`src/rtl/sm_pkg.sv`:
```
// rtl/sm_pkg.sv - shared constants and helpers for the sign-magnitude arithmetic blocks
package sm_pkg;

    localparam logic OP_ADD = 1'b0;
    localparam logic OP_SUB = 1'b1;

    function automatic int sm_sign_bit(input int width);
        return width - 1;
    endfunction

    function automatic logic sm_is_zero(input logic [63:0] value, input int width);
        logic [63:0] mask;
        mask = (width >= 64) ? '1 : ((64'd1 << width) - 64'd1);
        return (value & mask) == 64'd0;
    endfunction

endpackage

```
`src/rtl/sm_mag_core.sv`:
```
// rtl/sm_mag_core.sv - combinational magnitude add/subtract with overflow, saturation and -0 removal
module sm_mag_core
    import sm_pkg::*;
#(
    parameter int n        = 8,
    parameter bit SATURATE = 1'b0
) (
    input  logic         same_sign,
    input  logic [n-2:0] ml,
    input  logic [n-2:0] ms,
    input  logic         sign,
    output logic [n-1:0] res,
    output logic         ovf
);

    logic [n-1:0] sum;
    logic [n-2:0] mag;

    // ml >= ms is guaranteed by the decode stage, so the difference never borrows
    always_comb begin
        sum = {1'b0, ml} + {1'b0, ms};
        ovf = 1'b0;
        mag = ml - ms;
        if (same_sign) begin
            ovf = sum[n-1];
            mag = (SATURATE && sum[n-1]) ? '1 : sum[n-2:0];
        end
        res = {sign & !sm_is_zero(64'(mag), n - 1), mag};
    end

endmodule

```
`src/rtl/sm_addsub_pipe.sv`:
```
// rtl/sm_addsub_pipe.sv - two-stage sign-magnitude adder/subtractor with valid/ready handshake
module sm_addsub_pipe
    import sm_pkg::*;
#(
    parameter int n        = 8,
    parameter bit SATURATE = 1'b0
) (
    input  logic         clk,
    input  logic         rst,
    input  logic         in_valid,
    output logic         in_ready,
    input  logic [n-1:0] opA,
    input  logic [n-1:0] opB,
    input  logic         mode,
    output logic         out_valid,
    input  logic         out_ready,
    output logic [n-1:0] res,
    output logic         ovf
);

    localparam int SB = sm_sign_bit(n);
    localparam int MW = n - 1;

    logic          v1, v2, adv1, adv2;
    logic [MW-1:0] ma, mb;
    logic          sa, sb, a_ge;
    logic          s1_same, s1_sign;
    logic [MW-1:0] s1_ml, s1_ms;
    logic [n-1:0]  core_res;
    logic          core_ovf;

    assign adv2      = !v2 || out_ready;
    assign adv1      = !v1 || adv2;
    assign in_ready  = adv1;
    assign out_valid = v2;

    // Zero magnitudes decode as +0 so a stray sign bit cannot steer the result sign
    always_comb begin
        ma   = opA[MW-1:0];
        mb   = opB[MW-1:0];
        sa   = opA[SB] & !sm_is_zero(64'(ma), MW);
        sb   = (opB[SB] ^ (mode == OP_SUB)) & !sm_is_zero(64'(mb), MW);
        a_ge = ma >= mb;
    end

    always_ff @(posedge clk) begin
        if (rst) begin
            v1      <= 1'b0;
            s1_same <= 1'b0;
            s1_sign <= 1'b0;
            s1_ml   <= '0;
            s1_ms   <= '0;
        end else if (adv1) begin
            v1 <= in_valid;
            if (in_valid) begin
                s1_same <= (sa == sb);
                s1_ml   <= a_ge ? ma : mb;
                s1_ms   <= a_ge ? mb : ma;
                s1_sign <= a_ge ? sa : sb;
            end
        end
    end

    sm_mag_core #(
        .n        (n),
        .SATURATE (SATURATE)
    ) u_core (
        .same_sign (s1_same),
        .ml        (s1_ml),
        .ms        (s1_ms),
        .sign      (s1_sign),
        .res       (core_res),
        .ovf       (core_ovf)
    );

    always_ff @(posedge clk) begin
        if (rst) begin
            v2  <= 1'b0;
            res <= '0;
            ovf <= 1'b0;
        end else if (adv2) begin
            v2 <= v1;
            if (v1) begin
                res <= core_res;
                ovf <= core_ovf;
            end
        end
    end

endmodule

```
`config.mk`:
```
export PLATFORM = sky130hd
export DESIGN_NAME = sm_addsub_pipe
export DESIGN_NICKNAME = d
export VERILOG_FILES = /design/src/rtl/sm_pkg.sv /design/src/rtl/sm_mag_core.sv /design/src/rtl/sm_addsub_pipe.sv
export SDC_FILE = /design/constraint.sdc
export NUM_CORES = 1
export LEC_CHECK = 0
export CAP_MARGIN = 20
export CORE_MARGIN = 1.5
export CORE_UTILIZATION = 50
export DETAILED_ROUTE_END_ITERATION = 16
export HOLD_SLACK_MARGIN = 0.15
export PLACE_DENSITY = 0.74
export SYNTH_ARGS = -nofsm -noshare
export SYNTH_HDL_FRONTEND = slang
export SYNTH_SLANG_ARGS = --single-unit
```
`constraint.sdc`:
```
create_clock -name clk -period 2.5 [get_ports clk]
set_input_delay 0.5 -clock clk [delete_from_list [all_inputs] [get_ports clk]]
set_output_delay 0.5 -clock clk [all_outputs]
set_load 0.01 [all_outputs]
```
==> metrics, run 1 <==
outcome=complete, no violations; setup violators final=0; via count=1576; layout net count=301; mean post-synth cell area=8.549 um2; maximum clock frequency=0.4349 GHz; pin count of the biggest net entering global routing=17; commonest non-fill, non-tap cell in the layout=clkdlybuf4s50_1; Cell Int Power=0.0007763 W; Post-synth ARST share=0%; CTS Buf Count=3; final instance area=2332 um2; setup TNS=0 ps; Cells after Synth=215; GPL Wtd Cong=0.8324; sequential share of the synthesized area=29.41%; worst skew pair latency=270 ps; DRT antenna net count=0; Die ar.=4049 um2; First-pass DRT Iterations=4; GRT Util Overall=20.23%; Hold Vio Cnt, Final=0; Pwr Density=486.1 nW/um2; RSZ-0062 raised after global routing=false; clock sinks=27; crit path capture type=output pin; Fillers=290; clock group share of total power=22.2%; Hold Path Class=reg -> reg; min cycle time layout=2299 ps; most frequent cells in the layout=31 x clkdlybuf4s50_1, 27 x dfxtp_1, 24 x nand2_1, 20 x ha_1, 18 x inv_1; total power=0.001134 W; synth unique cells=46; diode count=0; count of pins over their slew limit=0; slew margin rel.=69.01%; max-cap viol count=0; htree depth=1; YS warnings=0; final period utilization=91.98%; CP arrival=1800 ps; post-CTS setup repair buffer count=0; die width=63.63 um; Switching Fraction=31.53%; post-layout util=67.76%; Most used DFF post-synth=dfxtp_1; initial DRC count=57; gr ovfl total=0; final wirelength=3582 um; critical path data required time=2000 ps; Startpoint Class=primary input; Static Leak=1.016 nW; Syn Nets=258; root buffer cell=clkbuf_8; area grow syn2layout=26.89%; Worst Skew=4.053 ps; worst vdd ir=0.0002159 V; register area=540.5 um2; CTS clk-pin slew, worst paths=90 ps; Die Y=63.63 um; DRC viols=0; Yosys reg bits=27; initial antenna violation count=0; area of the multi-input gates=1184 um2; mapped cell area=1838 um2; WS Path Type=in -> out; Max Buffers Root-to-Sink=2; vias in the first global route=1673; Core Area=3442 um2; Slew @ Worst Pin=463.9 ps; first-pass GRT wire length=6665 um; critical path peak fanout=5; Post-DP Area=2276 um2; CTS tree=built; drt via density=5.201; drt wl/cell=11.82 um; Site Rows=21; combinational power share=34.4%; share of cells above drive strength 1=11.28%; post-DP HPWL=2960 um; Initial Utilization=53.40%; register share of total power=43.4%; # IOs=32; Net Switching=0.0003575 W; number of synthesized flops with an enable pin=0; port bufs=31
-- power by group through the flow --
stage               clock, W  sequential, W  combinational [W]
finish              0.000252       0.000492           0.000390
global route        0.000275       0.000497           0.000443
CTS                 0.000259       0.000492           0.000388
detailed placement         0       0.000502           0.000387
global placement           0       0.000500           0.000382
floorplan                  0       0.000499           0.000253
-- final timing paths --
path | start | to | slack, ps | cells after the start
max reg2reg | s1_ml[1] | res[7] | 340 | 8
min reg2reg | s1_ms[6] | s1_ms[6] | 460 | 2
max | out_ready | in_ready | 200 | 4
min | s1_ms[6] | s1_ms[6] | 460 | 2
-- kinds of logic after synthesis --
| group | count (synthesis) | share of synthesized area (%) |
|---|---|---|
| and+or+nand+nor | 59 | 15.86 |
| adders and majority gates | 22 | 15.79 |
| DFF | 27 | 29.41 |
| AOI/OAI and AO/OA | 56 | 20.22 |
| muxes | 17 | 9.258 |
| xor gates and xnor gates | 6 | 2.859 |
| buffers and inverters | 28 | 6.602 |
-- sequential cells by signal (all words and copies together), names as in the netlist --
| name | cells |
|---|---|
| s1_ml | 7 |
| out_valid | 1 |
| s1_sign | 1 |
| ovf | 1 |
| s1_ms | 7 |
| v1 | 1 |
| s1_same | 1 |
| res | 8 |
-- critical path: stages --
cell and delay [ps]:
clkdlybuf4s50_1 440, and2b_1 220, nand2_2 100, clkdlybuf4s50_1 530
-- per-stage QoR --
step           hold slack [ps]  cells  setup slack [ps]
3_3_place_gp             445.2    299            -94.98
3_5_place_dp             449.6    299            -175.0
6_report                 456.2    303             200.6
5_1_grt                  488.1    303             79.82
2_1_floorplan            424.9    215             520.7
4_1_cts                  463.2    303             132.7
-- repair_timing --
item | in CTS | in global routing
hold buffers | 0 | 0
resized for setup | 0 | 1
setup endpoints to repair | 0 | 1
-- cell type report --
class	instances	area share (%)
sequential	27	23.18
multi-input combinational	160	50.75
timing repair buffer	47	18.45
tap	46	2.468
clock buffer	3	1.770
inverter	19	3.058
clock inverter	1	0.3219
-- cells in the mapped netlist (all sizes together), types with 3 or more instances --
cell type / instances / area, um2
a211oi: 6 / 45.04
nand2: 26 / 102.6
xnor2: 5 / 43.79
inv: 19 / 71.31
nor2b: 3 / 18.77
a21oi: 12 / 60.06
dfxtp: 27 / 540.5
a31oi: 4 / 25.02
o21ai: 19 / 98.84
nor2: 13 / 48.80
clkbuf: 4 / 15.01
mux2i: 17 / 170.2
buf: 4 / 26.27
o21bai: 3 / 22.52
ha: 20 / 250.2
-- per-layer routing --
metal	track usage, %	share of wire [%]	wire length [um]
met2	37.37	49	1750
met5	0	0	0
met4	10.87	2.1	76
met1	22.43	46	1654
met3	2.143	2.8	100
No activity file was read; power rests on OpenSTA's default activity.
==> inputs of run 2 (changes only) <==
--- a/config.mk
+++ b/config.mk
@@ -10,7 +10,7 @@
 export CORE_UTILIZATION = 50
 export DETAILED_ROUTE_END_ITERATION = 16
 export HOLD_SLACK_MARGIN = 0.15
-export PLACE_DENSITY = 0.74
+export PLACE_DENSITY = 0.76
 export SYNTH_ARGS = -nofsm -noshare
 export SYNTH_HDL_FRONTEND = slang
 export SYNTH_SLANG_ARGS = --single-unit
==> run 2 against run 1 <==
Against the previous run:
- via count rose by 3.6%
- setup slack got worse by 17 ps
- first-iteration DRC count increased by 58%
- combinational power grew 3%
- highest routed layer unchanged
- clock power fell by 2%
- fmax fell by 0.73%
- sequential power hardly changed
- largest cell class unchanged
- flip-flop and latch count stayed put
- hold slack improved by 7.7 ps
- sequential share of layout area decreased by 0.16 points
- critical endpoint unchanged
- critical path depth stayed put
==> metrics, run 2 (synthesis results as in run 1) <==
WS Path Type=in -> out; First-pass DRT Iterations=4; CTS tree=built; setup violators final=0; Worst Skew=2.907 ps; Hold Path Class=reg -> reg; # IOs=32; pin count of the biggest net entering global routing=16; via count=1632; post-layout util=68.23%; CP arrival=1820 ps; die width=63.63 um; clock sinks=27; register area=540.5 um2; Die Y=63.63 um; Core Area=3442 um2; Pwr Density=484.7 nW/um2; drt wl/cell=12.50 um; crit path capture type=output pin; root buffer cell=clkbuf_8; Biggest register=res; final wirelength=3799 um; commonest non-fill, non-tap cell in the layout=clkdlybuf4s50_1; CP Buf/Inv Count=2; initial antenna violation count=0; port bufs=31; Setup WS post-layout=183.6 ps; share of cells above drive strength 1=11.24%; Startpoint Class=primary input; max-cap viol count=0; DRT antenna net count=0; CTS clk-pin slew, worst paths=90 ps; layout net count=302; total power=0.001138 W; DP Worst Slack=-157.7 ps; drt via density=5.368; critical path data required time=2000 ps; worst vdd ir=0.0002147 V; CTS Buf Count=3; most frequent cells in the layout=31 x clkdlybuf4s50_1, 27 x dfxtp_1, 24 x nand2_1, 20 x ha_1, 18 x inv_1; R2R Setup Slk=300 ps; Static Leak=1.026 nW; Site Rows=21; maximum clock frequency=0.4317 GHz; M1 WL=1673 um; placed insts=300; area of the multi-input gates=1184 um2; diode count=0; gr ovfl total=0; hold_buf cts=0; WL met3=127 um; slew margin rel.=69.36%; max reg flops=8; met2 wire len=1982 um; Max Buffers Root-to-Sink=2; Initial Utilization=53.40%; initial DRC count=90; Slew @ Worst Pin=458.6 ps; outcome=complete, no violations; CP peak stage delay=540 ps; area grow syn2layout=27.77%; critical path cell sequence=clkdlybuf4s50_1, and2b_1, nand2_2, clkdlybuf4s50_1; DRC viols=0; CTS resizes=0; Worst path most repeated cell=clkdlybuf4s50_1; vias in the first global route=1610; count of pins over their slew limit=0; Die ar.=4049 um2; critical path peak fanout=5; GPL Wtd Cong=0.8254; Cell Count, Final, Fillers Out=304; Hold Vio Cnt, Final=0; post-CTS setup repair buffer count=0; CP top delay family=buffers and inverters; final period utilization=92.66%; Fillers=295; worst skew pair latency=270 ps; Highest Signal Layer=met4; RSZ-0062 raised after global routing=false; Hold WS=463.9 ps; Largest regs=res: 8 flops, s1_ml: 7 flops, s1_ms: 7 flops; post-DP HPWL=3160 um; htree depth=1; min cycle time layout=2316 ps; first-pass GRT wire length=6713 um; GRT Util Overall=20.36%; Critical Path Slowest Stage Cell=clkdlybuf4s50_1
run 2: worst paths after layout:
kind	from	endpoint	depth (start not counted)
min reg2reg	s1_sign	s1_sign	2
min	s1_sign	s1_sign	2
max	out_ready	in_ready	4
max reg2reg	s1_ml[1]	res[7]	8
run 2: report_power, final:
part / leakage [nW] / internal [W] / switching, W
Sequential: 0.222 / 0.000464 / 0.0000272
Clock: 0.0228 / 0.000114 / 0.000133
Combinational: 0.781 / 0.000203 / 0.000197
run 2: routing by layer:
layer  GRT usage, %  vias to the layer above
li1               -                      833
met1          22.82                      752
met2          39.74                       45
met3          2.321                        2
met4          5.707                        0
met5              0                        -
run 2: layout make-up:
type	instances	share of cell area (%)
clock buffers	4	1.918
inverters	19	3.037
multi-input cells	160	50.40
flip-flops and latches	27	23.02
well taps	46	2.451
repair buffers	48	19.18
run 2: worst register-to-register path: cells and delay by family, from the launching register on:
| family | cells | cell delay (ps) |
|---|---|---|
| AOI/OAI and AO/OA | 4 | 880 |
| DFF | 1 | 460 |
| adders and majority gates | 1 | 440 |
| and+or+nand+nor | 2 | 230 |
| buffers and inverters | 1 | 100 |
run 2: through the flow:
| step | TNS, ps | cell area (um2) |
|---|---|---|
| final | 0 | 2349 |
| after global routing | 0 | 2349 |
| after CTS | 0 | 2341 |
| after detailed placement | -1068 | 2296 |
| after global placement | -575.3 | 2296 |
| after floorplan | 0 | 1838 |
